**config.mk**
```make
export PLATFORM = sky130hd
export DESIGN_NAME = reg_status_ctrl
export DESIGN_NICKNAME = d
export VERILOG_FILES = /design/src/rtl/reg_status_ctrl.sv
export SDC_FILE = /design/constraint.sdc
export NUM_CORES = 1
export LEC_CHECK = 0
export ABC_CLOCK_PERIOD_IN_PS = 10300
export CAP_MARGIN = 20
export CORE_MARGIN = 4
export CORE_UTILIZATION = 57
export CTS_CLUSTER_SIZE = 8
export DETAILED_ROUTE_END_ITERATION = 7
export PLACE_DENSITY = 0.81
export SLEW_MARGIN = 30
export SYNTH_ARGS = -nofsm -noshare
export SYNTH_HDL_FRONTEND = slang
export SYNTH_SLANG_ARGS = --single-unit
```
**constraint.sdc**
```tcl
create_clock -name clk -period 10.3 [get_ports clk]
set_clock_uncertainty 0.2 [all_clocks]
set_input_delay 2.06 -clock clk [delete_from_list [all_inputs] [get_ports clk]]
set_output_delay 2.06 -clock clk [all_outputs]
set_load 0.1 [all_outputs]
```
**src/rtl/reg_status_ctrl.sv**
```systemverilog
`default_nettype none
// ============================================================================
// Module : reg_status_ctrl
// Busy/tag scoreboard for the architectural registers, with commit forwarding.
// Rev    : 1.0
// ============================================================================
module reg_status_ctrl #(
    parameter int REG_NUM = 32,
    parameter int TAG_W   = 4,
    parameter int DATA_W  = 32
) (
    input  logic              clk,
    input  logic              rst,
    input  logic              rdy,
    input  logic              id_dest_valid,
    input  logic [4:0]        id_dest_addr,
    input  logic [TAG_W-1:0]  id_dest_tag,
    input  logic              rob_commit_valid,
    input  logic [4:0]        rob_commit_addr,
    input  logic [TAG_W-1:0]  rob_commit_tag,
    input  logic [DATA_W-1:0] rob_commit_data,
    input  logic              rob_flush,
    input  logic [4:0]        q1_addr,
    input  logic [4:0]        q2_addr,
    output logic              q1_busy,
    output logic              q2_busy,
    output logic [TAG_W-1:0]  q1_tag,
    output logic [TAG_W-1:0]  q2_tag,
    output logic              q1_fwd,
    output logic              q2_fwd,
    output logic [DATA_W-1:0] q1_fwd_data,
    output logic [DATA_W-1:0] q2_fwd_data,
    output logic              rf_we,
    output logic [4:0]        rf_waddr,
    output logic [DATA_W-1:0] rf_wdata,
    output logic              id_stall,
    output logic [5:0]        busy_count
);

    typedef enum logic [0:0] {
        ST_RUN   = 1'b0,
        ST_FLUSH = 1'b1
    } state_t;

    state_t             state_q, state_d;
    logic [REG_NUM-1:0] busy_q, busy_d;
    logic [TAG_W-1:0]   tag_q [REG_NUM];
    logic [TAG_W-1:0]   tag_d [REG_NUM];
    logic [5:0]         busy_count_q, busy_count_d;
    logic               rf_we_q;
    logic [4:0]         rf_waddr_q;
    logic [DATA_W-1:0]  rf_wdata_q;

    logic w_flush, w_rename, w_commit, w_commit_hit, w_q1_hit, w_q2_hit;

    assign w_flush      = rdy && rob_flush;
    assign w_rename     = rdy && id_dest_valid && (id_dest_addr != 5'd0)
                          && (state_q == ST_RUN) && !rob_flush;
    assign w_commit     = rdy && rob_commit_valid && (rob_commit_addr != 5'd0);
    // Only the owning tag may retire the busy bit; a stale tag leaves the younger rename alone.
    assign w_commit_hit = w_commit && busy_q[rob_commit_addr]
                          && (tag_q[rob_commit_addr] == rob_commit_tag);

    always_comb begin
        busy_d  = busy_q;
        tag_d   = tag_q;
        state_d = state_q;
        if (w_flush) begin
            busy_d = '0;
            for (int i = 0; i < REG_NUM; i++) begin
                tag_d[i] = '0;
            end
        end else begin
            if (w_commit_hit) begin
                busy_d[rob_commit_addr] = 1'b0;
                tag_d[rob_commit_addr]  = '0;
            end
            // Applied after the commit so a same-register rename wins.
            if (w_rename) begin
                busy_d[id_dest_addr] = 1'b1;
                tag_d[id_dest_addr]  = id_dest_tag;
            end
        end
        if (rdy) begin
            if (state_q == ST_FLUSH) begin
                state_d = ST_RUN;
            end else if (rob_flush) begin
                state_d = ST_FLUSH;
            end
        end
        busy_count_d = '0;
        for (int i = 0; i < REG_NUM; i++) begin
            busy_count_d = busy_count_d + 6'(busy_d[i]);
        end
    end

    always_ff @(posedge clk or posedge rst) begin
        if (rst) begin
            state_q      <= ST_RUN;
            busy_q       <= '0;
            for (int i = 0; i < REG_NUM; i++) begin
                tag_q[i] <= '0;
            end
            busy_count_q <= '0;
            rf_we_q      <= 1'b0;
            rf_waddr_q   <= '0;
            rf_wdata_q   <= '0;
        end else begin
            rf_we_q <= w_commit;
            if (w_commit) begin
                rf_waddr_q <= rob_commit_addr;
                rf_wdata_q <= rob_commit_data;
            end
            if (rdy) begin
                state_q      <= state_d;
                busy_q       <= busy_d;
                tag_q        <= tag_d;
                busy_count_q <= busy_count_d;
            end
        end
    end

    assign w_q1_hit    = w_commit_hit && (q1_addr == rob_commit_addr);
    assign w_q2_hit    = w_commit_hit && (q2_addr == rob_commit_addr);

    assign q1_busy     = (q1_addr != 5'd0) && busy_q[q1_addr] && !w_q1_hit;
    assign q2_busy     = (q2_addr != 5'd0) && busy_q[q2_addr] && !w_q2_hit;
    assign q1_tag      = q1_busy ? tag_q[q1_addr] : '0;
    assign q2_tag      = q2_busy ? tag_q[q2_addr] : '0;
    assign q1_fwd      = w_q1_hit;
    assign q2_fwd      = w_q2_hit;
    assign q1_fwd_data = w_q1_hit ? rob_commit_data : '0;
    assign q2_fwd_data = w_q2_hit ? rob_commit_data : '0;

    assign rf_we       = rf_we_q;
    assign rf_waddr    = rf_waddr_q;
    assign rf_wdata    = rf_wdata_q;
    assign id_stall    = (state_q == ST_FLUSH);
    assign busy_count  = busy_count_q;

endmodule
`default_nettype wire

```
==> flow_metrics.tcl <==
set metrics [dict create \
    postRouteAntennaNets 0 \
    holdCritPathClass "flip-flop to flip-flop" \
    ctsHoldBuffers 0 \
    period_needed_ns 9.511 \
    worstPathMaxFanout 31 \
    utilization_pct 71.94 \
    fillers 1851 \
    clock_sinks 205 \
    syn-instance-count 1457 \
    critical_path.cell_chain "clkdlybuf4s50_1, buf_12, or4_1, o22ai_1, nor4_1, and3_1, or4_4, or3_1, a221oi_1, fa_1, inv_1, fa_1, fa_1, fa_1, fa_1, fa_1, ha_1, inv_1, fa_1, inv_1, a21o_1, a21oi_1, xnor2_1, mux2_2" \
    io_buffer_count 186 \
    ys_seq_elements 205 \
    path_clk_slew_ns 0.05 \
    avgRoutedWirePerCell_um 31.03 \
    synth.top_cells.by_area "dfrtp_1 (34%), mux4_2 (15%), mux2i_1 (4.6%)" \
    crit_family "adder cells" \
    initialDrtViolationCount 2018 \
    avgSynthCellArea_um2 10.47 \
    regArea_um2 5130 \
    p_leak_uw 0.007982 \
    vias 14370 \
    areaGrowthSynthToFinish_pct 23.57 \
    p_switching_uw 846.0 \
    powerDensity_nw_per_um2 128.1 \
    post_cts_buffers 0 \
    clockPowerShare_pct 34.7 \
    ios 187 \
    clkLatencyLatePin_ns 0.55 \
    worstPathArrival_ns 9.73 \
    die_area_um2 29450 \
    cts_tree "done" \
    synth_flop_cell "dfrtp_1" \
    r2r_setup_slack_ns 2.55 \
    syn-num-nets 1554 \
    synth.top_cell.area_share_pct 33.63 \
    path_class "input port to flip-flop" \
    drc_errors 0 \
    max_freq_mhz 105.1 \
    antenna_found_initial 3 \
    layout.nets 1699 \
    crit_top_cell "fa_1" \
    setup_tns_ns 0 \
    multi_input_area_um2 9450 \
    first_pass_iters 6 \
    gp_congestion 1.062 \
    slowest_delay_ns 0.66 \
    ys_seq_area_share_pct 33.63 \
    grt_pass1_wl_um 88750 \
    r2r_end "busy_count[4]$_DFFE_PP0P_" \
    routed_wl_um 60180 \
    hp-start "rf_wdata[5]$_DFFE_PP0P_" \
    finalHoldViolCount 0 \
    rsz0062_at_grt "false" \
    status "completed" \
    post_cts_resized 0 \
    comb_power_share_pct 26.8 \
    worst_slew_pin_slew_ns 1.025 \
    hold_end "rf_wdata[5]$_DFFE_PP0P_" \
    grt_max_degree 92 \
    startpoint "rob_commit_addr[0]" \
    synthArstFlopShare_pct 100.0 \
    slew_headroom_pct 31.44 \
    synthTopCellsByCount "dfrtp_1 (205), mux4_2 (104), clkbuf_1 (87), nand2_1 (80), o21ai_0 (80)" \
    start_util_pct 58.21 \
    synth.distinct_cells 58 \
    hold_path_depth 1 \
    syn_area_um2 15260 \
    vias_per_cell 7.413 \
    grtUsageTotal_pct 40.45 \
    ir_drop_mv 0.1684 \
    crit_required_ns 10.52 \
    drv_cap 0 \
    endpoint_kind "flip-flop" \
    crit_slowest_cell "or4_4" \
    worstSetupStartpointType "input port" \
    p_int_uw 1568 \
    drive_gt1_share_pct 22.91 \
    switching_share_pct 35.04 \
    gr-total-overflow 0 \
    drv_slew 0 \
    reg2regPathDepth 22 \
    setup_violations 0 \
    hold_slack_ns 0.2973 \
    htreeDepth 1 \
    fin_crit_sh_pct 92.34 \
    yosysMostFrequentCell "dfrtp_1" \
    die_h_um 171.6 \
    synth_warnings 0 \
    r2r-start "tag_q[71]$_DFFE_PP0P_" \
    grt_pass1_vias 13950 \
    rows 59 \
    synth_edf_count 0 \
    synth_top_cell_by_area "dfrtp_1" \
    cts_inserted_buffers 29 \
    pwr-share-seq_pct 38.5 \
    cp_num_buf_inv 5 \
    coreArea_um2 26210 \
    cts_buffer_depth 3 \
    die_w_um 171.6 \
    dp_hpwl_um 44290 \
    clk_root_buffer_cell "clkbuf_16" \
]
-- cells in the final DEF (no fill, tap or decap), drive strengths merged, types with 6 or more instances in the layout --
cell type,n
dfrtp,205
buf,149
mux4,104
clkdlybuf4s50,103
nand2,80
o21ai,80
and2,79
mux2i,70
nor3b,67
nor2,60
nand3,58
a22oi,49
a21o,43
mux2,43
a21oi,39
a22o,36
o22ai,32
a31o,31
clkbuf,29
nor3,28
inv,27
fa,24
a21bo,20
or3,19
nor2b,11
and3,10
a31oi,9
o2bb2ai,9
nor4,9
xnor2,8
o211ai,8
o311ai,8
ha,7
xor2,6
-- cell families after synthesis --
group,share of synthesized area (%)
buf+inv,4.650
xor+xnor,0.8038
simple gates,16.92
compound gates,17.16
mux,23.12
flops,33.63
fa+ha+maj,3.723
-- worst max-delay path by stage --
stage / to / cells past startpoint
after floorplan: busy_count[4]$_DFFE_PP0P_ / 28
after global placement: busy_count[4]$_DFFE_PP0P_ / 25
after detailed placement: busy_count[4]$_DFFE_PP0P_ / 24
after CTS: busy_count[4]$_DFFE_PP0P_ / 24
after global routing: busy_count[4]$_DFFE_PP0P_ / 25
final: busy_count[4]$_DFFE_PP0P_ / 24
-- worst reg2reg max path: cells and delay by family, from the launching register on --
kind,cells,cell delay [ns]
mux,2,0.73
compound gates,5,0.79
flops,1,0.44
xor+xnor,1,0.12
simple gates,3,1.55
fa+ha+maj,8,3.56
buf+inv,3,0.25
-- area by class of cell --
class / instances / area share (%)
multi-input combinational: 1087 / 50.13
sequential: 205 / 27.21
timing repair buffer: 252 / 15.90
clock buffer: 29 / 3.849
tap: 335 / 2.223
inverter: 27 / 0.5841
clock inverter: 2 / 0.07301
antenna: 2 / 0.02655
-- power by group through the flow --
| stage | combinational [uW] | clock, uW | sequential, uW |
|---|---|---|---|
| after detailed placement | 638 | 0 | 938 |
| after global placement | 628 | 0 | 932 |
| after global routing | 673 | 869 | 932 |
| after CTS | 640 | 841 | 925 |
| after floorplan | 255 | 0 | 1110 |
| final | 648 | 837 | 929 |
-- stage by stage --
step / instances / power, uW / cell area [um^2] / setup slack (ns)
6_report: 1939 / 2414 / 18850 / 0.7887
5_1_grt: 1938 / 2475 / 18850 / 0.5909
4_1_cts: 1937 / 2406 / 18840 / 0.8895
3_5_place_dp: 1906 / 1576 / 18100 / 0.3505
3_3_place_gp: 1906 / 1560 / 18100 / 0.4482
2_1_floorplan: 1457 / 1366 / 15260 / 1.105
-- routing by layer --
metal  track usage (%)  wire length [um]
met5                 0                15
met3             11.93              8395
met4             22.18              4472
met2             60.97             26350
met1             52.89             20950
-- registers in the layout (all words and copies together), names as in the netlist --
signal and cells:
busy_count 6, rf_waddr 5, id_stall 1, tag_q 128, rf_wdata 32, rf_we 1
busy_q 32
Note: power is estimated with default switching activity, not from simulation.
